<file path="config.mk">
export PLATFORM = sky130hd
export DESIGN_NAME = fifo_pack_reader
export DESIGN_NICKNAME = d
export VERILOG_FILES = /design/src/rtl/fifo_pack_reader.sv
export SDC_FILE = /design/constraint.sdc
export NUM_CORES = 1
export LEC_CHECK = 0
export CAP_MARGIN = 25
export CORE_UTILIZATION = 55
export DETAILED_ROUTE_END_ITERATION = 8
export PLACE_DENSITY_LB_ADDON = 0.12
export SKIP_LAST_GASP = 1
export SYNTH_ARGS = -nofsm -noshare
export SYNTH_HDL_FRONTEND = slang
export SYNTH_SLANG_ARGS = --single-unit
</file>
<file path="constraint.sdc">
create_clock -name clk_i -period 4.09 [get_ports clk_i]
set_clock_uncertainty 0.1 [all_clocks]
set_input_delay 0.6135 -clock clk_i [delete_from_list [all_inputs] [get_ports clk_i]]
set_output_delay 0.6135 -clock clk_i [all_outputs]
set_load 0.01 [all_outputs]
</file>
<file path="src/rtl/fifo_pack_reader.sv">
// Drains a show-ahead FIFO and packs RATIO narrow words into one wide word on a valid/ready stream.
// Flush emits a partially filled word, with keep bits marking the lanes that hold data.
module fifo_pack_reader #(
  parameter int unsigned WIDTH = 8,
  parameter int unsigned RATIO = 4
) (
  input  logic                   clk_i,
  input  logic                   rst_ni,
  input  logic [WIDTH-1:0]       fifo_data_i,
  input  logic                   fifo_empty_i,
  output logic                   fifo_rd_en_o,
  input  logic                   flush_i,
  output logic                   m_valid_o,
  input  logic                   m_ready_i,
  output logic [WIDTH*RATIO-1:0] m_data_o,
  output logic [RATIO-1:0]       m_keep_o
);

  localparam int unsigned CW = (RATIO > 1) ? $clog2(RATIO) : 1;
  localparam int unsigned OW = WIDTH * RATIO;
  localparam logic [CW-1:0] LAST = CW'(RATIO - 1);

  logic [CW-1:0]               cnt_q, cnt_d;
  logic [RATIO-2:0][WIDTH-1:0] acc_q, acc_d;
  logic [OW-1:0]               data_q, data_d;
  logic [RATIO-1:0]            keep_q, keep_d;
  logic                        valid_q, valid_d;
  logic                        out_free, last, pop, emit;

  // The last lane may only be popped when the packed word can leave this cycle.
  assign out_free = ~valid_q | m_ready_i;
  assign last     = (cnt_q == LAST);
  assign pop      = ~fifo_empty_i & (~last | out_free);
  assign emit     = out_free & ((pop & last) | (flush_i & ((cnt_q != '0) | pop)));

  assign fifo_rd_en_o = pop;
  assign m_valid_o    = valid_q;
  assign m_data_o     = data_q;
  assign m_keep_o     = keep_q;

  // Next-state: either emit (with the current pop merged in) or fill the next lane.
  always_comb begin
    cnt_d   = cnt_q;
    acc_d   = acc_q;
    data_d  = data_q;
    keep_d  = keep_q;
    valid_d = valid_q;
    if (emit) begin
      data_d = '0;
      keep_d = '0;
      for (int k = 0; k < RATIO - 1; k++) begin
        if (cnt_q > CW'(k)) begin
          data_d[k*WIDTH +: WIDTH] = acc_q[k];
          keep_d[k]                = 1'b1;
        end
      end
      for (int k = 0; k < RATIO; k++) begin
        if (pop && (cnt_q == CW'(k))) begin
          data_d[k*WIDTH +: WIDTH] = fifo_data_i;
          keep_d[k]                = 1'b1;
        end
      end
      valid_d = 1'b1;
      cnt_d   = '0;
      acc_d   = '0;
    end else begin
      if (valid_q && m_ready_i) begin
        valid_d = 1'b0;
      end
      if (pop) begin
        for (int k = 0; k < RATIO - 1; k++) begin
          if (cnt_q == CW'(k)) begin
            acc_d[k] = fifo_data_i;
          end
        end
        cnt_d = cnt_q + CW'(1);
      end
    end
  end

  always_ff @(posedge clk_i or negedge rst_ni) begin
    if (!rst_ni) begin
      cnt_q   <= '0;
      acc_q   <= '0;
      data_q  <= '0;
      keep_q  <= '0;
      valid_q <= 1'b0;
    end else begin
      cnt_q   <= cnt_d;
      acc_q   <= acc_d;
      data_q  <= data_d;
      keep_q  <= keep_d;
      valid_q <= valid_d;
    end
  end

endmodule

</file>
==> flow_summary.toml <==
[critical_path]
endpoint_kind = "output port"
arrival_ns = 2.20
path_delay_family = "buffers and inverters"
worst_r2r_path_depth = 7
crit_path_cell_trace = "clkdlybuf4s50_1 > and3b_1 > nor2_1 > clkdlybuf4s50_1"
cp_max_fo = 4
max_stage_delay_ns = 0.60
crit_type = "in2out"
critPathBufInv = 2
required_ns = 3.38
startpoint = "m_ready_i"
start_kind = "input port"
rr_startpoint = "cnt_q[0]"
cp_num_cells = 4
slowest_stage = "clkdlybuf4s50_1"
crit_top_cell = "clkdlybuf4s50_1"

[place]
place_hpwl_mm = 3.48
finalWeightedCongestion = 0.738
dp_cells = 364
placed_cell_area_sq_um = 3230
pre_cts_ws_ns = 1.20
port_buffers = 50

[synthesis]
synth-compound-area-share_pct = 15.5
syn_nets = 275
syn-instance-count = 258
synth-simple-area-share_pct = 18.1
synth-xor-area-share_pct = 0.324
ys_top_cells_by_area = "dfrtp_1, nand2_1, a21oi_1"
syn_avg_cell_area_sq_um = 10.5
synth_fa_ha_area_share_pct = 1.85
netlist.area_leader.share_pct = 58.3
yosys_warnings = 0
synth_top_area_cell = "dfrtp_1"
syn_area_sq_um = 2710
ys_seq_area_share_pct = 58.3
synth_top_family_by_area = "simple AND/OR/NAND/NOR gates"
synthDistinctLibCells = 32
ys_ff_latch = 63
synthMuxAreaShare_pct = 2.96

[sta]
tns_ns = 0
period_share_pct = 71.1
fin_hold_ws_ns = 0.307
rsz0062_at_grt = "no"
max_slew_margin_pct = 40.1
drv_slew = 0
fin_crit_ns = 2.91
max_freq_mhz = 344
setup_violations = 0
worstMarginPinSlew_ns = 0.899
hold_viol = 0
worst_slack_ns = 1.18

[power_and_ir_drop]
switching_share_pct = 33.7
power_density_nw_per_um2 = 738
power.total_mw = 2.52
power_frac_seq_pct = 40.6
pwr-share-comb_pct = 40.2
internal-power_mw = 1.67
ir_drop_mv = 0.419
leakage_nw = 1.44
power_frac_clock_pct = 19.2
p_sw_uw = 852

[layout]
nNetsFinal = 325
final_core_util_pct = 72.3
drive_gt1_share_pct = 10.9
final_cell_mix = "dfrtp_1, clkdlybuf4s50_1, nand2_1"
diodes = 0
final_common_cell = "dfrtp_1"
final_design_area_no_fill_sq_um = 3420
area_growth_pct = 26.3
layout.cells.non_filler = 379

[clock_network]
cts_inserted_buffers = 9
clock_latency_ns = 0.32
post-cts-setup-buffer-count = 0
cts_buffer_depth = 2
root_buffer = "clkbuf_8"
cts.sinks = 63
cts_tree = "yes"
cts_max_level = 3
hold_buffers = 0
cts_resized = 0
cts.clk_slew.worst_paths_ns = 0.06

[floorplanning]
die-area_sq_um = 5200
die_w_microns = 72.1
core_sq_um = 4720
dieHeight_microns = 72.1
start_util_pct = 57.3
std_cell_rows = 25
ios = 51

[global_routing]
global_route.usage.met1_pct = 31.8
gr-usage-met3_pct = 5.00
grt_max_degree = 80
grt_util_all_layers_pct = 23.4
grt_pass1_wl_mm = 8.93
globalRouteMet2Util_pct = 35.0
overflow = 0
grt_antenna_before_repair = 0
grt_pass1_vias = 1848
gr-max-usage-layer = "met2"

[routing]
wl_per_cell_microns = 14.4
via_per_inst = 5.34
drt_first_pass_iters = 4
drc = 0
drt_iter0_drc = 193
via_count = 2024
wl_mm = 5.44
ant_nets = 0

[min_path]
min_path_type = "in2async"

[job]
drv_cap = 0

[run_status]
status = "completed"
==> per-layer routing <==
layer | up-vias | routed length, microns
li1 | 981 | -
met2 | 56 | 2520
met1 | 978 | 2520
met3 | 9 | 302
met4 | 0 | 103
met5 | - | 0
==> synth_stat cells <==
library cell,number
dfrtp_1,63
nand2_1,43
nor2_1,29
a21oi_1,26
a31oi_1,16
nand2b_1,11
nor2_2,9
a22o_1,8
mux2i_1,8
a22oi_1,7
buf_2,7
clkbuf_1,4
ha_1,4
buf_6,2
inv_1,2
nand3b_1,2
nor3b_2,2
a211oi_2,1
a21boi_1,1
a21o_1,1
a21oi_2,1
a22oi_2,1
and2_1,1
and2b_1,1
and3b_1,1
nor2b_1,1
nor3b_4,1
o21ai_0,1
o21ai_1,1
o22a_1,1
or2_2,1
xnor2_1,1
==> power by group through the flow <==
| stage | sequential (mW) | clock [mW] | combinational (mW) |
|---|---|---|---|
| after floorplan | 1.10 | 0 | 0.514 |
| after CTS | 1.03 | 0.497 | 1.03 |
| final | 1.02 | 0.484 | 1.01 |
| after global placement | 1.03 | 0 | 1.01 |
| after global routing | 1.06 | 0.527 | 1.12 |
| after detailed placement | 1.03 | 0 | 1.03 |
==> logic make-up after synthesis <==
kind of cell	count (synthesis)
compound gates	65
mux	8
fa+ha+maj	4
simple gates	102
flops	63
xor+xnor	1
buf+inv	15
==> worst register-to-register path, delay by kind of cell (launching register included) <==
| family | cells | cell delay, ns |
|---|---|---|
| compound gates | 3 | 0.58 |
| buf+inv | 2 | 0.73 |
| fa+ha+maj | 1 | 0.31 |
| flops | 1 | 0.42 |
| simple gates | 1 | 0.24 |
==> final timing paths <==
path	slack, ns	end
setup / recovery	1.18	fifo_rd_en_o
hold / removal	0.31	m_data_o[5]
setup reg to reg	1.60	m_keep_o[2]
hold reg to reg	0.36	m_keep_o[0]
max in group asynchronous	2.76	acc_q[20]
min in group clk_i	0.36	m_keep_o[0]
==> flip-flops by register name (all words and copies together), names as in the netlist <==
name	cells
acc_q	24
cnt_q	2
m_data_o	32
m_keep_o	4
m_valid_o	1
==> layout make-up <==
cell class	instances	area (sq um)
flip-flops and latches	63	1580
well taps	67	83.8
repair buffers	52	510
multi-input cells	180	1060
clock buffers	12	165
fillers	373	1310
inverters	2	7.51
clock inverters	3	17.5
Note: power is estimated with default switching activity, not from simulation.
